[src/rtl/regfile_pkg.sv]
// Shared constants for the multi-port register file: default geometry,
// the hardwired-zero default and an index-width helper.
package regfile_pkg;

    localparam int RF_DW       = 32;
    localparam int RF_DEPTH    = 32;
    localparam int RF_AW       = 6;
    localparam int RF_NUM_RD   = 2;
    localparam int RF_ZERO_REG = 1;

    // Bits needed to index DEPTH entries (at least one).
    function automatic int idx_w(input int depth);
        return (depth > 1) ? $clog2(depth) : 1;
    endfunction

endpackage

[src/rtl/regfile_rd_port.sv]
// One registered read port. Looks up the addressed register and its pending
// bit as they will be after the current edge: same-edge writes are forwarded
// (port 1 over port 0) and a same-edge alloc forces the pending bit high.
module regfile_rd_port
    import regfile_pkg::*;
#(
    parameter int DW       = RF_DW,
    parameter int DEPTH    = RF_DEPTH,
    parameter int AW       = RF_AW,
    parameter int ZERO_REG = RF_ZERO_REG,
    parameter int IW       = idx_w(DEPTH)
) (
    input  logic                  clk_i,
    input  logic                  rst_ni,
    input  logic                  rd_en_i,
    input  logic [AW-1:0]         rd_addr_i,
    input  logic [DEPTH*DW-1:0]   regs_i,
    input  logic [DEPTH-1:0]      pend_i,
    input  logic [1:0]            wr_eff_i,
    input  logic [2*AW-1:0]       wr_addr_i,
    input  logic [2*DW-1:0]       wr_data_i,
    input  logic                  alloc_eff_i,
    input  logic [AW-1:0]         alloc_addr_i,
    output logic [DW-1:0]         rd_data_o,
    output logic                  rd_pend_o
);

    localparam logic [AW:0] DEPTH_W = (AW+1)'(DEPTH);

    logic          in_range;
    logic          hit0, hit1, alloc_hit;
    logic [IW-1:0] idx;
    logic [DW-1:0] rd_data_d, rd_data_q;
    logic          rd_pend_d, rd_pend_q;

    // Writes and allocs arrive already qualified (range, zero register), so a
    // plain address match is enough to decide forwarding.
    assign in_range  = ({1'b0, rd_addr_i} < DEPTH_W) &&
                       !((ZERO_REG != 0) && (rd_addr_i == '0));
    assign hit0      = wr_eff_i[0] && (wr_addr_i[0  +: AW] == rd_addr_i);
    assign hit1      = wr_eff_i[1] && (wr_addr_i[AW +: AW] == rd_addr_i);
    assign alloc_hit = alloc_eff_i && (alloc_addr_i == rd_addr_i);
    assign idx       = in_range ? rd_addr_i[IW-1:0] : '0;

    // Post-edge value of the addressed register and its pending bit.
    always_comb begin
        rd_data_d = '0;
        rd_pend_d = 1'b0;
        if (in_range) begin
            if (hit1) begin
                rd_data_d = wr_data_i[DW +: DW];
            end else if (hit0) begin
                rd_data_d = wr_data_i[0 +: DW];
            end else begin
                rd_data_d = regs_i[idx*DW +: DW];
            end
            rd_pend_d = alloc_hit || (!(hit0 || hit1) && pend_i[idx]);
        end
    end

    // Output registers load only on an enabled read, otherwise hold.
    always_ff @(posedge clk_i or negedge rst_ni) begin
        if (!rst_ni) begin
            rd_data_q <= '0;
            rd_pend_q <= 1'b0;
        end else if (rd_en_i) begin
            rd_data_q <= rd_data_d;
            rd_pend_q <= rd_pend_d;
        end
    end

    assign rd_data_o = rd_data_q;
    assign rd_pend_o = rd_pend_q;

endmodule

[src/rtl/regfile_mp.sv]
// Multi-port register file: NUM_RD registered read ports with write-first
// bypass, two write ports (port 1 wins on a clash), optional hardwired zero
// register and a per-register pending bit set by alloc, cleared by writes.
module regfile_mp
    import regfile_pkg::*;
#(
    parameter int DW       = RF_DW,
    parameter int DEPTH    = RF_DEPTH,
    parameter int AW       = RF_AW,
    parameter int NUM_RD   = RF_NUM_RD,
    parameter int ZERO_REG = RF_ZERO_REG
) (
    input  logic                  clk,
    input  logic                  rst_n,
    input  logic [NUM_RD-1:0]     rd_en,
    input  logic [NUM_RD*AW-1:0]  rd_addr,
    output logic [NUM_RD*DW-1:0]  rd_data,
    output logic [NUM_RD-1:0]     rd_pend,
    input  logic [1:0]            wr_en,
    input  logic [2*AW-1:0]       wr_addr,
    input  logic [2*DW-1:0]       wr_data,
    input  logic                  alloc_en,
    input  logic [AW-1:0]         alloc_addr
);

    localparam int          IW      = idx_w(DEPTH);
    localparam logic [AW:0] DEPTH_W = (AW+1)'(DEPTH);

    logic [DEPTH*DW-1:0] regs_q, regs_d;
    logic [DEPTH-1:0]    pend_q, pend_d;
    logic [1:0]          wr_eff;
    logic                alloc_eff;

    // An address is writable when it exists and is not the hardwired zero.
    function automatic logic addr_ok(input logic [AW-1:0] a);
        return ({1'b0, a} < DEPTH_W) && !((ZERO_REG != 0) && (a == '0));
    endfunction

    assign wr_eff[0] = wr_en[0] && addr_ok(wr_addr[0  +: AW]);
    assign wr_eff[1] = wr_en[1] && addr_ok(wr_addr[AW +: AW]);
    assign alloc_eff = alloc_en && addr_ok(alloc_addr);

    // Next storage state: port 0, then port 1 (so port 1 wins), then alloc
    // last so it overrides the write-clear of the pending bit.
    always_comb begin
        regs_d = regs_q;
        pend_d = pend_q;
        if (wr_eff[0]) begin
            regs_d[wr_addr[IW-1:0]*DW +: DW] = wr_data[0 +: DW];
            pend_d[wr_addr[IW-1:0]]          = 1'b0;
        end
        if (wr_eff[1]) begin
            regs_d[wr_addr[AW +: IW]*DW +: DW] = wr_data[DW +: DW];
            pend_d[wr_addr[AW +: IW]]          = 1'b0;
        end
        if (alloc_eff) begin
            pend_d[alloc_addr[IW-1:0]] = 1'b1;
        end
    end

    // Register storage and pending array.
    always_ff @(posedge clk or negedge rst_n) begin
        if (!rst_n) begin
            regs_q <= '0;
            pend_q <= '0;
        end else begin
            regs_q <= regs_d;
            pend_q <= pend_d;
        end
    end

    for (genvar k = 0; k < NUM_RD; k++) begin : g_rd
        regfile_rd_port #(
            .DW       (DW),
            .DEPTH    (DEPTH),
            .AW       (AW),
            .ZERO_REG (ZERO_REG),
            .IW       (IW)
        ) u_rd_port (
            .clk_i        (clk),
            .rst_ni       (rst_n),
            .rd_en_i      (rd_en[k]),
            .rd_addr_i    (rd_addr[k*AW +: AW]),
            .regs_i       (regs_q),
            .pend_i       (pend_q),
            .wr_eff_i     (wr_eff),
            .wr_addr_i    (wr_addr),
            .wr_data_i    (wr_data),
            .alloc_eff_i  (alloc_eff),
            .alloc_addr_i (alloc_addr),
            .rd_data_o    (rd_data[k*DW +: DW]),
            .rd_pend_o    (rd_pend[k])
        );
    end

endmodule
[config.mk]
export PLATFORM = sky130hd
export DESIGN_NAME = regfile_mp
export DESIGN_NICKNAME = d
export VERILOG_FILES = /design/src/rtl/regfile_pkg.sv /design/src/rtl/regfile_rd_port.sv /design/src/rtl/regfile_mp.sv
export SDC_FILE = /design/constraint.sdc
export NUM_CORES = 2
export LEC_CHECK = 0
export CORE_MARGIN = 3
export CORE_UTILIZATION = 32
export DETAILED_ROUTE_END_ITERATION = 16
export GPL_ROUTABILITY_DRIVEN = 0
export PLACE_DENSITY_LB_ADDON = 0.2
export REMOVE_ABC_BUFFERS = 1
export SLEW_MARGIN = 20
export SYNTH_ARGS = -nofsm -noshare
export SYNTH_HDL_FRONTEND = slang
export SYNTH_HIERARCHICAL = 1
export SYNTH_SLANG_ARGS = --single-unit
[constraint.sdc]
create_clock -name clk -period 4.4 [get_ports clk]
set_input_delay 1.32 -clock clk [delete_from_list [all_inputs] [get_ports clk]]
set_output_delay 1.32 -clock clk [all_outputs]
set_load 0.01 [all_outputs]
# == After elaboration in Yosys (flattened, before gate mapping) ==
# Cells that the tools add are included.
# totals
regBits,1122
latchBits,0
ram_bits,0
rom_bits,0
in_bits,101
out_inout_bits,66
wordCells,100
memories,0
# classes
add_sub_neg,2
multipliers,0
div_mod_pow,0
n_lt_le_gt_ge,13
n_eq_ne,6
shift,6
muxes,27
bitwise,5
reduce_logical,35
# op_table
op,n
1024-bit bitwise mux,2
1024-bit 2-to-1 mux,2
32-bit by 34-bit variable shift with 1024-bit output (first input constant),2
1024-bit by 11-bit variable part select with 32-bit output,2
32-bit by 34-bit variable part select with 1024-bit output,2
32-bit 2-to-1 mux,9
10-bit negator with 34-bit output,2
32-bit AND,2
32-bit inverter,2
6-bit equality test,6
32-bit OR,1
6-bit logical NOT,5
5-bit by 6-bit less-than comparator with 1-bit output (second input constant),5
6-bit less-than comparator (second input constant),5
1-bit logical AND,19
1-bit demux with 5-bit select,3
5-bit by 1-bit greater-or-equal comparator with 1-bit output (second input constant),3
1-bit binary-select mux with 5-bit select,2
5-bit 2-to-1 mux,2
1-bit logical NOT,7
1-bit 2-to-1 mux,7
1-bit logical OR,4

# == Depth between registers and ports, before layout ==
# depth
ltp_word,11
mapped_depth,14
depth_no_buf,10

# == Modules after synthesis ==
# Netlist, hierarchy kept.
# by_module_without_submodules
mod,instances,cells_each,area_each_um2,seq_area_each_um2
regfile_mp,1,5653,53256.1,26425.3
regfile_rd_port (g_rd[0].u_rd_port),1,1358,10938.0,825.8
regfile_rd_port (g_rd[1].u_rd_port),1,1393,10920.5,825.8

# == Worst setup path before layout ==
# Ideal clock, no wire load.
# synth_timing
kind,input to register
startpoint,in wr_addr[6]
endpoint,reg regs_q[932]
setup_ps,83
t_arrival_ps,4198
required_ps,4317
slack_ps,120
stages,14
path_buffers,5
path_cell_list,buf_2 > inv_1 > ha_1 > clkbuf_1 > nor3b_1 > ha_1 > clkbuf_1 > a2111oi_0 > nand2_1 > nor2_1 > buf_2 > buf_2 > nand3_1 > o21ai_0
# synth_between
elab_chain_len,5
elab_cells_between_ends,10
cone_classes,add/sub (1); order compare (1); shift (2); mux (2); reduce/logical (4)
# synth_rtl
item,line_no,text
start: declaration,regfile_mp.sv:20,"input logic [2*AW-1:0] wr_addr,"
"parallel branches: the longest is 4 deep, another holds 10-bit negator with 34-bit output",n/a,
1024-bit 2-to-1 mux (*),regfile_mp.sv:52,if (wr_eff[1]) begin
via regs_d[932],regfile_mp.sv:29,"logic [DEPTH*DW-1:0] regs_q, regs_d;"
end signal: assignment,regfile_mp.sv:67,regs_q <= regs_d;
end: declaration,regfile_mp.sv:29,
# Mark *: on every way through the listed nets, which the timed path passes.
# A chain may end at the register's enable or synchronous reset.

# == Worst setup path after layout ==
# layout_timing
startpoint,in wr_addr[7]
endpoint,reg regs_q[293]
# Same word-level chain as after synthesis.

==> impl_metrics.py <==
metrics = {
    "yosys": {
        "synthMuxAreaShare_pct": 20.4,
        "syn_avg_cell_area_sq_um": 8.94,
        "synthSimpleGateAreaFrac_pct": 16.4,
        "synth_top_area_share_pct": 37.4,
        "synth_area_leaders": "dfrtp_1, mux2i_1, a21oi_1",
        "synthAdderAreaFrac_pct": 0.167,
        "synth_compound_area_share_pct": 19.2,
        "yosys.area.top_type": "dfrtp_1",
        "netlist-cell-type-count": 77,
        "synth_top_family_by_area": "multiplexers",
        "ys.flop_type": "dfrtp_1",
        "synth_edf_count": 0,
        "async_flop_share_pct": 100,
        "ys_ff_latch": 1122,
        "synth_xor_area_share_pct": 0.511,
        "synth.cell_area_sq_um": 75100,
        "syn-instance-count": 8404,
        "synth_seq_area_share_pct": 37.4,
        "yosysWarnings": 6,
    },
    "floorplanning": {
        "io_pins": 167,
        "die_w_microns": 490,
        "initial_core_util_pct": 32.2,
        "rows": 177,
        "die_h_microns": 490,
        "core_area_sq_um": 233000,
        "die_area_sq_um": 241000,
    },
    "timing": {
        "hold_violations": 0,
        "finalSetupViolCount": 0,
        "tightest_slew_ns": 1.25,
        "timing.fmax_mhz": 242,
        "rsz0062_at_grt": "no",
        "period_needed_ns": 4.13,
        "maxSlewViolCount": 0,
        "skew_ns": 0.0385,
        "slew_headroom_pct": 16.3,
        "fin_crit_sh_pct": 93.9,
    },
    "drt": {
        "drt.antenna.violating_nets": 0,
        "post-route-drc-count": 0,
        "routed_wl_microns": 446000,
        "drtIter0Drc": 12000,
        "drt_first_pass_iters": 7,
        "avgRoutedWirePerCell_microns": 37.9,
        "vias": 78700,
        "vias_per_cell": 6.69,
    },
    "setup_path": {
        "cp_data_required_time_ns": 5.09,
        "cp.arrival_ns": 4.82,
        "critPathKind": "input port to register",
        "r2r_start": "regs_q[71]$_DFF_PN0_",
        "startpoint_type": "input port",
        "worstPathMaxFanout": 16,
        "rrSetupSlack_ns": 1.77,
        "endpoint_kind": "register",
        "r2r_end": "g_rd[0].u_rd_port/rd_data_o[7]$_DFFE_PN0P_",
        "r2r_cells": 7,
    },
    "power_and_ir_drop": {
        "p_per_area_nw_per_um2": 360,
        "vdd_drop_max_mv": 0.412,
        "p_leak_nw": 38.1,
    },
    "placed_design": {
        "placement.io_buffers": 166,
        "place_area_sq_um": 85700,
        "dp_hpwl_microns": 297000,
    },
    "global_routing": {
        "grtUsageTotal_pct": 35.5,
        "antenna_found_initial": 30,
        "grt_overflow": 0,
        "grt_first_pass_wirelength_microns": 610000,
        "grt_pass1_vias": 75000,
        "grt_max_degree": 138,
    },
    "cts": {
        "cts_made_buffers": 143,
        "clk_path_buf_depth": 3,
        "root_buffer": "clkbuf_16",
        "ctsResizeCount": 0,
        "postCtsSetupBuffers": 0,
        "clk_latency_ns": 0.85,
        "cts_tree": "done",
        "ctsHoldBuffers": 0,
        "cts_max_level": 4,
        "clk_pin_slew_ns": 0.06,
        "clock-sinks": 1122,
    },
    "final_layout": {
        "design_area_sq_um": 90600,
        "fin_util_pct": 38.9,
        "num-fill-cells": 23400,
        "layout.nets": 8590,
        "area_growth_pct": 20.6,
        "drive_gt1_share_pct": 14.5,
    },
    "run": {
        "max_cap_viol_count": 0,
    },
    "status": {
        "status": "finished clean",
    },
    "min_path": {
        "hold_path.class": "input port to asynchronous set/reset pin",
    },
}
-- critical path, stage by stage --
cell and delay [ns]:
clkdlybuf4s50_1 0.53, inv_1 0.09, ha_2 0.17, nor3b_1 0.15
ha_1 0.22, nor3_1 0.94, nand3_1 0.43, buf_4 0.28
nor2_4 0.20, buf_12 0.16, buf_12 0.19, o21ai_0 0.11
-- placed cells by master (no fill, tap or decap), drive strengths merged, types with 10 or more instances in the layout --
| cell type | instances |
|---|---|
| a211o | 31 |
| a211oi | 140 |
| a21oi | 671 |
| a221o | 63 |
| a221oi | 158 |
| a22oi | 33 |
| a311oi | 32 |
| a31oi | 89 |
| a32o | 62 |
| a32oi | 33 |
| and2 | 75 |
| and3 | 162 |
| buf | 699 |
| clkbuf | 207 |
| clkdlybuf4s50 | 157 |
| clkinv | 38 |
| dfrtp | 1122 |
| diode | 23 |
| ha | 10 |
| inv | 66 |
| mux2 | 23 |
| mux2i | 1208 |
| mux4 | 133 |
| nand2 | 825 |
| nand2b | 87 |
| nand3 | 392 |
| nand4 | 53 |
| nor2 | 494 |
| nor2b | 130 |
| nor3 | 248 |
| nor3b | 11 |
| nor4 | 28 |
| o2111ai | 34 |
| o211ai | 10 |
| o21ai | 699 |
| o221ai | 68 |
| o22ai | 151 |
| or4 | 35 |
| xnor2 | 27 |
| xor2 | 16 |
-- state kept, by name, indices dropped and copies added (netlist names) --
register                  count
g_rd.u_rd_port/rd_data_o     64
g_rd.u_rd_port/rd_pend_o      2
regs_q                     1024
pend_q                       32
-- synthesized netlist by cell type, drive strengths merged (151+ instances only) --
library cell / instances
dfrtp: 1122
a21oi: 671
nand2: 825
and3: 162
nand3: 392
a221oi: 158
buf: 368
clkbuf: 558
o21ai: 699
nor2: 494
mux2i: 1208
o22ai: 151
nor3: 248
-- per-stage QoR --
stage	setup WS (ns)	setup TNS (ns)	power, W	hold slack [ns]	std cells
detailed placement	-0.500	-103.28	0.0200	0.387	11500
floorplan	-9.67	-2603.71	0.0163	0.369	7478
global route	0.281	0	0.0334	0.350	11700
global placement	-0.485	-93.03	0.0198	0.381	11500
finish	0.270	0	0.0326	0.357	11800
CTS	0.370	0	0.0323	0.337	11700
-- how the worst max path moves through the flow --
| stage | startpoint | endpoint | slack, ns | cells past startpoint |
|---|---|---|---|---|
| 2_1_floorplan | rd_addr[11] | g_rd[1].u_rd_port/rd_data_o[0]$_DFFE_PN0P_ | -9.67 | 6 |
| 3_3_place_gp | wr_addr[7] | regs_q[310]$_DFF_PN0_ | -0.49 | 11 |
| 3_5_place_dp | wr_addr[7] | regs_q[315]$_DFF_PN0_ | -0.50 | 11 |
| 4_1_cts | wr_addr[7] | regs_q[296]$_DFF_PN0_ | 0.37 | 12 |
| 5_1_grt | wr_addr[7] | regs_q[289]$_DFF_PN0_ | 0.28 | 11 |
| 6_report | wr_addr[7] | regs_q[293]$_DFF_PN0_ | 0.27 | 12 |
-- where the power goes --
group	switching (W)	internal (W)	total [W]
sequential	0.00143	0.0117	0.0131
combinational	0.00432	0.00276	0.00708
clock	0.00538	0.00701	0.0124
-- layer usage --
metal | vias to the layer above | part of all wire (%) | track usage, %
met2 | 6555 | 41 | 51.0
met4 | 14 | 8.0 | 24.4
met3 | 1633 | 13 | 12.3
met1 | 39200 | 38 | 44.7
li1 | 31300 | - | -
met5 | - | 0.030 | 0.337
-- kinds of logic (layout without fill, tap and decap cells) --
logic type | after synthesis | after routing
AOI/OAI and AO/OA | 2301 | 2301
other | 0 | 23
xor gates and xnor gates | 43 | 43
muxes | 1364 | 1364
DFF | 1122 | 1122
buffers and inverters | 986 | 1177
adders and majority gates | 10 | 10
and+or+nand+nor | 2578 | 2578
-- cell type report --
| type | count | area, sq um | area share (%) |
|---|---|---|---|
| Multi-Input combinational cell | 6296 | 43400 | 47.9 |
| Sequential cell | 1122 | 28100 | 31.0 |
| Clock inverter | 54 | 636 | 0.702 |
| Antenna cell | 23 | 57.6 | 0.0636 |
| Inverter | 60 | 225 | 0.249 |
| Clock buffer | 207 | 4170 | 4.60 |
| Tap cell | 3132 | 3920 | 4.33 |
| Timing Repair Buffer | 856 | 10100 | 11.1 |
Note: power is estimated with default switching activity, not from simulation.
